--- src/rtl/cordic_pkg.sv ---
// Shared constants and types for the CORDIC rotation/vectoring blocks.
package cordic_pkg;

  // Angle accumulator and output width (Q2.13 two's complement).
  localparam int ZW = 16;
  // Largest supported number of micro-rotations; also the atan table depth.
  localparam int ITER_MAX = 14;
  // Width of the iteration index.
  localparam int IW = 4;
  // Q2.13 value of one input angle LSB (pi/64 rad).
  localparam int ANG_SCALE = 402;
  // Q2.13 gain compensation 0.607253, preloaded into x.
  localparam int K_INIT = 4975;

  // atan(2^-i) in Q2.13 for i = 0..13.
  localparam logic [ZW-1:0] ATAN_LUT [ITER_MAX] = '{
    16'd6434, 16'd3798, 16'd2007, 16'd1019, 16'd511, 16'd256, 16'd128,
    16'd64,   16'd32,   16'd16,   16'd8,    16'd4,   16'd2,   16'd1
  };

  typedef enum logic [1:0] {
    StIdle,
    StRot,
    StDone
  } state_e;

endpackage

--- src/rtl/cordic_atan_rom.sv ---
// Combinational index-to-atan lookup, shared by the CORDIC engines.
module cordic_atan_rom
  import cordic_pkg::*;
(
  input  logic [IW-1:0] idx,
  output logic [ZW-1:0] atan
);

  // Indices past the table read as zero so a spare counter value is harmless.
  always_comb begin
    atan = '0;
    if (idx < IW'(ITER_MAX)) begin
      atan = ATAN_LUT[idx];
    end
  end

endmodule

--- src/rtl/cordic_rotator.sv ---
// Iterative CORDIC rotation engine: one 6-bit angle in, Q2.13 cos/sin out.
module cordic_rotator
  import cordic_pkg::*;
#(
  parameter int unsigned ITER = 14
) (
  input  logic          CLK,
  input  logic          RST_N,
  input  logic          in_valid,
  output logic          in_ready,
  input  logic [5:0]    angle_in,
  output logic          out_valid,
  output logic          busy,
  output logic [ZW-1:0] cos_out,
  output logic [ZW-1:0] sin_out
);

  localparam logic signed [ZW-1:0] AngScaleZ = ZW'(ANG_SCALE);
  localparam logic signed [ZW-1:0] KInitZ    = ZW'(K_INIT);
  localparam logic [IW-1:0]        LastIter  = IW'(ITER - 1);

  state_e state_q, state_d;

  logic signed [ZW-1:0] x_q, x_d;
  logic signed [ZW-1:0] y_q, y_d;
  logic signed [ZW-1:0] z_q, z_d;
  logic [IW-1:0]        iter_q, iter_d;

  logic [ZW-1:0]        atan;
  logic signed [ZW-1:0] atan_s;
  logic signed [ZW-1:0] ang_ext;
  logic signed [ZW-1:0] z_init;
  logic signed [ZW-1:0] x_sh;
  logic signed [ZW-1:0] y_sh;
  logic                 dir_pos;
  logic                 last_iter;

  cordic_atan_rom u_atan_rom (
    .idx  (iter_q),
    .atan (atan)
  );

  assign atan_s    = $signed(atan);
  assign ang_ext   = ZW'($signed(angle_in));
  // Exact for -32..31: the product stays within +/-12864.
  assign z_init    = ang_ext * AngScaleZ;
  assign x_sh      = x_q >>> iter_q;
  assign y_sh      = y_q >>> iter_q;
  assign dir_pos   = ~z_q[ZW-1];
  assign last_iter = (iter_q == LastIter);

  // State register.
  always_ff @(posedge CLK or negedge RST_N) begin
    if (!RST_N) begin
      state_q <= StIdle;
    end else begin
      state_q <= state_d;
    end
  end

  // Next-state logic: accept in IDLE, rotate ITER cycles, one DONE cycle.
  always_comb begin
    state_d = state_q;
    unique case (state_q)
      StIdle:  if (in_valid) state_d = StRot;
      StRot:   if (last_iter) state_d = StDone;
      StDone:  state_d = StIdle;
      default: state_d = StIdle;
    endcase
  end

  // Handshake/status outputs decoded from the state.
  always_comb begin
    in_ready = 1'b0;
    busy     = 1'b0;
    unique case (state_q)
      StIdle:  in_ready = 1'b1;
      StRot:   busy     = 1'b1;
      StDone:  busy     = 1'b1;
      default: in_ready = 1'b0;
    endcase
  end

  // Shift-add datapath: load on acceptance, one micro-rotation per ROT cycle.
  always_comb begin
    x_d    = x_q;
    y_d    = y_q;
    z_d    = z_q;
    iter_d = iter_q;
    unique case (state_q)
      StIdle: begin
        if (in_valid) begin
          x_d    = KInitZ;
          y_d    = '0;
          z_d    = z_init;
          iter_d = '0;
        end
      end
      StRot: begin
        if (dir_pos) begin
          x_d = x_q - y_sh;
          y_d = y_q + x_sh;
          z_d = z_q - atan_s;
        end else begin
          x_d = x_q + y_sh;
          y_d = y_q - x_sh;
          z_d = z_q + atan_s;
        end
        iter_d = iter_q + 1'b1;
      end
      default: ;
    endcase
  end

  // Datapath registers.
  always_ff @(posedge CLK or negedge RST_N) begin
    if (!RST_N) begin
      x_q    <= '0;
      y_q    <= '0;
      z_q    <= '0;
      iter_q <= '0;
    end else begin
      x_q    <= x_d;
      y_q    <= y_d;
      z_q    <= z_d;
      iter_q <= iter_d;
    end
  end

  // Result registers: capture on leaving DONE and pulse out_valid alongside.
  always_ff @(posedge CLK or negedge RST_N) begin
    if (!RST_N) begin
      out_valid <= 1'b0;
      cos_out   <= '0;
      sin_out   <= '0;
    end else begin
      out_valid <= (state_q == StDone);
      if (state_q == StDone) begin
        cos_out <= x_q;
        sin_out <= y_q;
      end
    end
  end

endmodule

--- config.mk ---
export PLATFORM = sky130hd
export DESIGN_NAME = cordic_rotator
export DESIGN_NICKNAME = d
export VERILOG_FILES = /design/src/rtl/cordic_pkg.sv /design/src/rtl/cordic_atan_rom.sv /design/src/rtl/cordic_rotator.sv
export SDC_FILE = /design/constraint.sdc
export NUM_CORES = 1
export LEC_CHECK = 0
export BUFFER_PORTS_ARGS = -buffer_cell sky130_fd_sc_hd__buf_2
export CORE_MARGIN = 3
export CORE_UTILIZATION = 30
export CTS_CLUSTER_SIZE = 10
export DETAILED_ROUTE_END_ITERATION = 6
export GPL_TIMING_DRIVEN = 0
export PLACE_DENSITY = 0.43
export SLEW_MARGIN = 10
export SYNTH_ARGS = -nofsm -noshare
export SYNTH_HDL_FRONTEND = slang
export SYNTH_SLANG_ARGS = --single-unit
--- constraint.sdc ---
create_clock -name CLK -period 13.2 [get_ports CLK]
set_clock_uncertainty 0.15 [all_clocks]
set_input_delay 0 -clock CLK [delete_from_list [all_inputs] [get_ports CLK]]
set_output_delay 0 -clock CLK [all_outputs]
set_load 0.05 [all_outputs]
After elaboration in Yosys (flattened, before gate mapping)

Memories as Yosys holds them, arrays and structs flattened.
Index checks and enable logic that the tools add are counted.

Bits in read-only memories: 256
Logic and storage cells: 51
Output and inout bits: 35
Memories kept: 1
Bits in registers: 87
Input port bits: 9

Equality and inequality tests: 5
$add $sub $neg: 7
Bitwise operators: 1
Reduce and logical (&&, ||, !) cells: 5
Muxes and demuxes: 19
Shifts and indexed selects: 2
Order comparisons: 2
Multiply operators: 1

Memories:

| name             | words | bits a word | read ports | clocked after memory_dff | wr ports | line                  | source |
|---|---|---|---|---|---|---|---|
| (name not given) | 16    | 16          | 1          | 0                        | 0        | cordic_atan_rom.sv:13 | `atan = ATAN_LUT[idx];` |

Operator list:

| kind                                                                | number |
|---|---|
| 16-bit 2-to-1 mux                                                   | 9 |
| 16-bit case mux with 2 select lines                                 | 3 |
| 16-bit adder                                                        | 3 |
| 16-bit subtractor                                                   | 3 |
| 16-bit by 4-bit >>> shifter with 16-bit output                      | 2 |
| 6-bit by 9-bit multiplier with 15-bit output, second input constant | 1 |
| 4-bit case mux with 2 select lines                                  | 1 |
| 5-bit >= comparator, second input constant                          | 1 |
| 4-bit NOT with 5-bit output                                         | 1 |
| 4-bit by 1-bit adder with 4-bit output, second input constant       | 1 |
| 4-bit == test, second input constant                                | 1 |
| 4-bit less-than comparator, second input constant                   | 1 |
| 2-bit 2-to-1 mux                                                    | 2 |
| 4-bit 2-to-1 mux                                                    | 1 |
| 2-bit inequality test, second input constant                        | 2 |
| 2-bit case mux with 2 select lines                                  | 1 |
| 2-bit AND reduction                                                 | 2 |
| 2-bit by 1-bit == test with 1-bit output, second input constant     | 1 |
| 2-bit == test, second input constant                                | 1 |
| 2-bit logical NOT                                                   | 1 |
| 1-bit 2-to-1 mux                                                    | 2 |
| 2-bit nonzero test                                                  | 1 |
| 2-bit OR reduction                                                  | 1 |

Logic depth before layout (Yosys ltp)

Word-level depth: 8
Depth in mapped cells: 23
Mapped depth without buffers: 20

Cells and area by module

A second synthesis with hierarchy kept.

Cells, all modules: 961
Area, all modules: 8872.3 um2

By module, submodules not included:

| module          | cells an instance | area each (um2) | seq. area each (um2) | times used |
|---|---|---|---|---|
| cordic_rotator  | 914               | 8533.2          | 2177.1               | 1 |
| cordic_atan_rom | 47                | 339.1           | 0.0                  | 1 |

Least setup slack after synthesis

No wires, ideal clock.

Path kind: flip-flop to flip-flop
Start: register iter_q[1]
End: register x_q[14]
Setup slack: 8.511 ns
Stages on the path, launching flop included: 21
Arrival: 4.405 ns
Data required time: 12.916 ns
Library setup time: 0.134 ns
Buffers on the path: 3
Cells stage by stage: dfrtp_1 > buf_2 > buf_2 > buf_1 > mux4_2 > mux2i_1 > mux2_1 > ha_1 > nand2_1 > o21ai_0 > fa_1 > a21o_1 > a21oi_1 > o21ai_0 > a21oi_1 > o21ai_0 > a41oi_1 > a21oi_1 > a21oi_1 > xor2_1 > o21ai_0

Word-level cells in the longest chain between the ends: 4
Elaborated cells on any way between the ends: 5
Those cells by class: add/sub (2); shift (1); mux (2)

RTL lines:

| what                                               | line                                         | source |
|---|---|---|
| start, declared                                    | cordic_rotator.sv:27                         | `logic [IW-1:0] iter_q, iter_d;` |
| start signal, assigned                             | cordic_rotator.sv:126                        | `iter_q <= iter_d;` |
| 16-bit by 4-bit >>> shifter with 16-bit output (*) | cordic_rotator.sv:48                         | `assign y_sh = y_q >>> iter_q;` |
| 16-bit subtractor or 16-bit adder (tied branches)  | cordic_rotator.sv:101, cordic_rotator.sv:105 |  |
| 16-bit 2-to-1 mux (*)                              | cordic_rotator.sv:100                        | `if (dir_pos) begin` |
| 16-bit case mux with 2 select lines (*)            | cordic_rotator.sv:90                         | `unique case (state_q)` |
| end signal, assigned                               | cordic_rotator.sv:118                        | `x_q <= '0;` |
| end signal, assigned                               | cordic_rotator.sv:123                        | `x_q <= x_d;` |
| end, declared                                      | cordic_rotator.sv:24                         | `logic signed [ZW-1:0] x_q, x_d;` |

Every way passes the cells marked *; elsewhere a longest branch is shown, timed or not.
A chain may end at the register's enable or synchronous reset.

Worst setup path in the final report

Start: register iter_q[3]
End: register z_q[14]

Word-level cells in the longest chain between the ends: 8
Elaborated cells on any way between the ends: 10
Those cells by class: add/sub (2); order compare (1); mux (5); bitwise (1); memory (1)

RTL lines:

| what                                                  | line                                         | source |
|---|---|---|
| 4-bit NOT with 5-bit output (not written as such)     | cordic_atan_rom.sv:13                        |  |
| memory 16 x 16 bit                                    | --                                           |  |
| 16-bit 2-to-1 mux (not written as such) (2 in series) | cordic_atan_rom.sv:13                        |  |
| 16-bit 2-to-1 mux (*)                                 | cordic_atan_rom.sv:12                        | `if (idx < IW'(ITER_MAX)) begin` |
| 16-bit subtractor or 16-bit adder (tied branches)     | cordic_rotator.sv:103, cordic_rotator.sv:107 |  |
| 16-bit 2-to-1 mux (*)                                 | cordic_rotator.sv:100                        |  |
| 16-bit case mux with 2 select lines (*)               | cordic_rotator.sv:90                         |  |
| end signal, assigned                                  | cordic_rotator.sv:125                        | `z_q <= z_d;` |
| end, declared                                         | cordic_rotator.sv:26                         | `logic signed [ZW-1:0] z_q, z_d;` |

Every way passes the cells marked *; elsewhere a longest branch is shown, timed or not. The select of a mux whose other input is x is not followed.

==> flow_summary.yaml <==
grt:
  grt_max_degree: 48
  grt.overflow.total: 0
  grt_usage: 0.185
  antenna_found_initial: 0
  grt_pass1_wl_um: 44500
  grt_use_met2: 0.285
  busiest_layer: "met2"
  use_met1: 0.265
  grt.met3_usage: 0.0354
  grt_pass1_vias: 7562
logic_synthesis:
  synth_edf_count: 0
  synthArstFlopShare: 1.00
  ys_warn_count: 0
  yosys.area.top_type: "dfrtp_1"
  yosysTopAreaCellShare: 0.249
  ys_seq_area_frac: 0.249
  syn_area_sq_mm: 0.00875
  syn_inst: 976
  ys_ff_latch: 87
  synth.top_cells.by_area: "dfrtp_1 (25%), ha_1 (13%), mux4_2 (7.5%)"
  synth_nets: 1084
  syn_avg_cell_area_sq_um: 8.97
  ys.flop_type: "dfrtp_1"
  synth_cell_types: 69
route:
  wire_per_inst_um: 20.3
  routed_wl_um: 28900
  first_pass_iters: 5
  antenna_left: 0
  first_iter_violations: 499
  vias: 7655
  via_per_inst: 5.39
  drc: 0
setup_path:
  end_kind: "register"
  critPathLaunchType: "register"
  arrival_ps: 6590
  required_ps: 13330
  crit_fanout: 10
  ff2ff_path_depth: 20
  critPathKind: "reg -> reg"
sta:
  fin_crit_sh: 0.489
  slew_headroom: 0.356
  rsz0062_at_grt: "no"
  worstMarginPinSlew_ps: 966
  drv_slew: 0
  finalSetupTns_ps: 0
  hold_viol: 0
  setup_viol: 0
  max_freq_mhz: 155
  fin_crit_ps: 6460
clock_network:
  cts_setup_buffers: 0
  hold_buffers: 5
  cts_max_level: 3
  cts-buffers-inserted: 9
  clock_latency_ps: 360
  cts_root_buf: "clkbuf_16"
  clockBufferDepth: 2
  cts_tree: "built"
  clock-sinks: 87
  clkTransAtPathRegs_ps: 80
  cts_resized: 0
final_layout:
  final_util: 0.348
  fin_cells: 1419
  fillerInstances: 3009
  layout-drive-gt1-share: 0.143
  n_antenna_cell: 0
  area_growth_pct: 12.3
  num-nets-final: 1144
  post-route-cell-area_sq_mm: 0.00983
floorplanning:
  fp.dieW_um: 177
  ioPinCount: 44
  start_util: 0.310
  die_h_um: 177
  die_area_sq_mm: 0.0313
  rows: 61
  core_sq_mm: 0.0282
placement:
  place_inst: 1398
  hpwl_um: 22000
  io_buffer_count: 43
  dpl_cell_area_sq_mm: 0.00947
  gp_congestion: 0.885
job:
  maxCapViolCount: 0
run_status:
  status: "finished, final reports clean"
hold_path:
  hold_path.class: "in -> async"
per-layer routing:
metal	vias up	part of all wire
met3	37	0.060
met4	0	0.017
li1	3679	-
met2	226	0.44
met1	3713	0.48
met5	-	0
cells in the final DEF, fill, tap and decap left out, types with 5 or more instances in the layout:
cell type	count
xor2_1	33
and2_1	6
mux2i_1	22
ha_1	89
clkbuf_16	9
o22ai_1	13
inv_1	41
nor2_1	81
fa_1	10
mux4_2	29
o21ai_0	68
a31oi_1	15
nand2b_1	7
a21o_1	14
mux2_1	7
o22a_1	5
clkbuf_1	37
o211ai_1	7
nor3_1	17
inv_6	5
xnor2_1	44
nand2_1	82
dlygate4sd3_1	5
a21oi_1	90
or3_1	7
mux2_2	38
buf_1	10
nand3_1	15
a211oi_1	7
nor2b_1	9
buf_2	47
dfrtp_1	87
state kept, by name, indices dropped and copies added (netlist names):
signal	flops
cos_out	16
sin_out	16
x_q	16
y_q	16
z_q	16
iter_q	4
state_q	2
out_valid	1
stage by stage:
stage	hold slack, ps	setup slack [ps]
final	50.0	6740
after global routing	112	6410
after CTS	71.8	6890
after detailed placement	-82.3	6900
after global placement	148	6950
after floorplan	-446	8510
area by class of cell:
class | instances | area [sq um] | area share
timing repair buffer | 49 | 295 | 0.0300
clock buffer | 9 | 225 | 0.0229
buffer | 56 | 243 | 0.0247
multi-input combinational | 787 | 6160 | 0.627
clock inverter | 7 | 82.6 | 0.00840
tap | 378 | 473 | 0.0481
inverter | 46 | 173 | 0.0176
sequential | 87 | 2180 | 0.221
worst max-delay path: stages, from the launching register on:
cell and delay, ps:
dfrtp_1 390, clkbuf_1 440, clkbuf_1 480, buf_1 570, clkbuf_1 520, clkbuf_1 580, a31oi_1 230, ha_1 330
nor2_1 80, a21oi_1 80, fa_1 490, a21o_1 170, a21oi_1 230, o21bai_1 100, a21oi_1 230, o21bai_1 140
a21o_1 220, o41ai_1 440, mux2i_1 250, a21oi_1 80, nor3_1 170
synthesized netlist by cell type, drive strengths merged (30+ instances only):
cell type and number:
inv 45, o21ai 72, mux2 45, dfrtp 87, nor2 81, xor2 33
mux4 30, ha 89, clkbuf 37, nand2 82, a21oi 90, xnor2 44
cell families (layout without fill, tap and decap cells):
| group | count (synthesis) | after routing | share of synthesized area |
|---|---|---|---|
| AOI/OAI and AO/OA | 271 | 271 | 0.191 |
| xor gates and xnor gates | 77 | 77 | 0.0770 |
| adders and majority gates | 99 | 99 | 0.150 |
| buffers and inverters | 102 | 167 | 0.0474 |
| DFF | 87 | 87 | 0.249 |
| muxes | 97 | 97 | 0.161 |
| and+or+nand+nor | 243 | 243 | 0.125 |
worst paths after layout:
check / startpoint / to / slack (ps)
worst min register to register: z_q[6] / z_q[6] / 350
max in group asynchronous: RST_N / y_q[15] / 12180
min in group CLK: angle_in[5] / z_q[6] / 100
worst min-delay path: RST_N / sin_out[7] / 50
worst max-delay path: iter_q[3] / z_q[14] / 6740
worst max register to register: iter_q[3] / z_q[14] / 6740
Power is not shown: default switching activity piles up to over one toggle a cycle in this logic, so the estimate is an artifact.
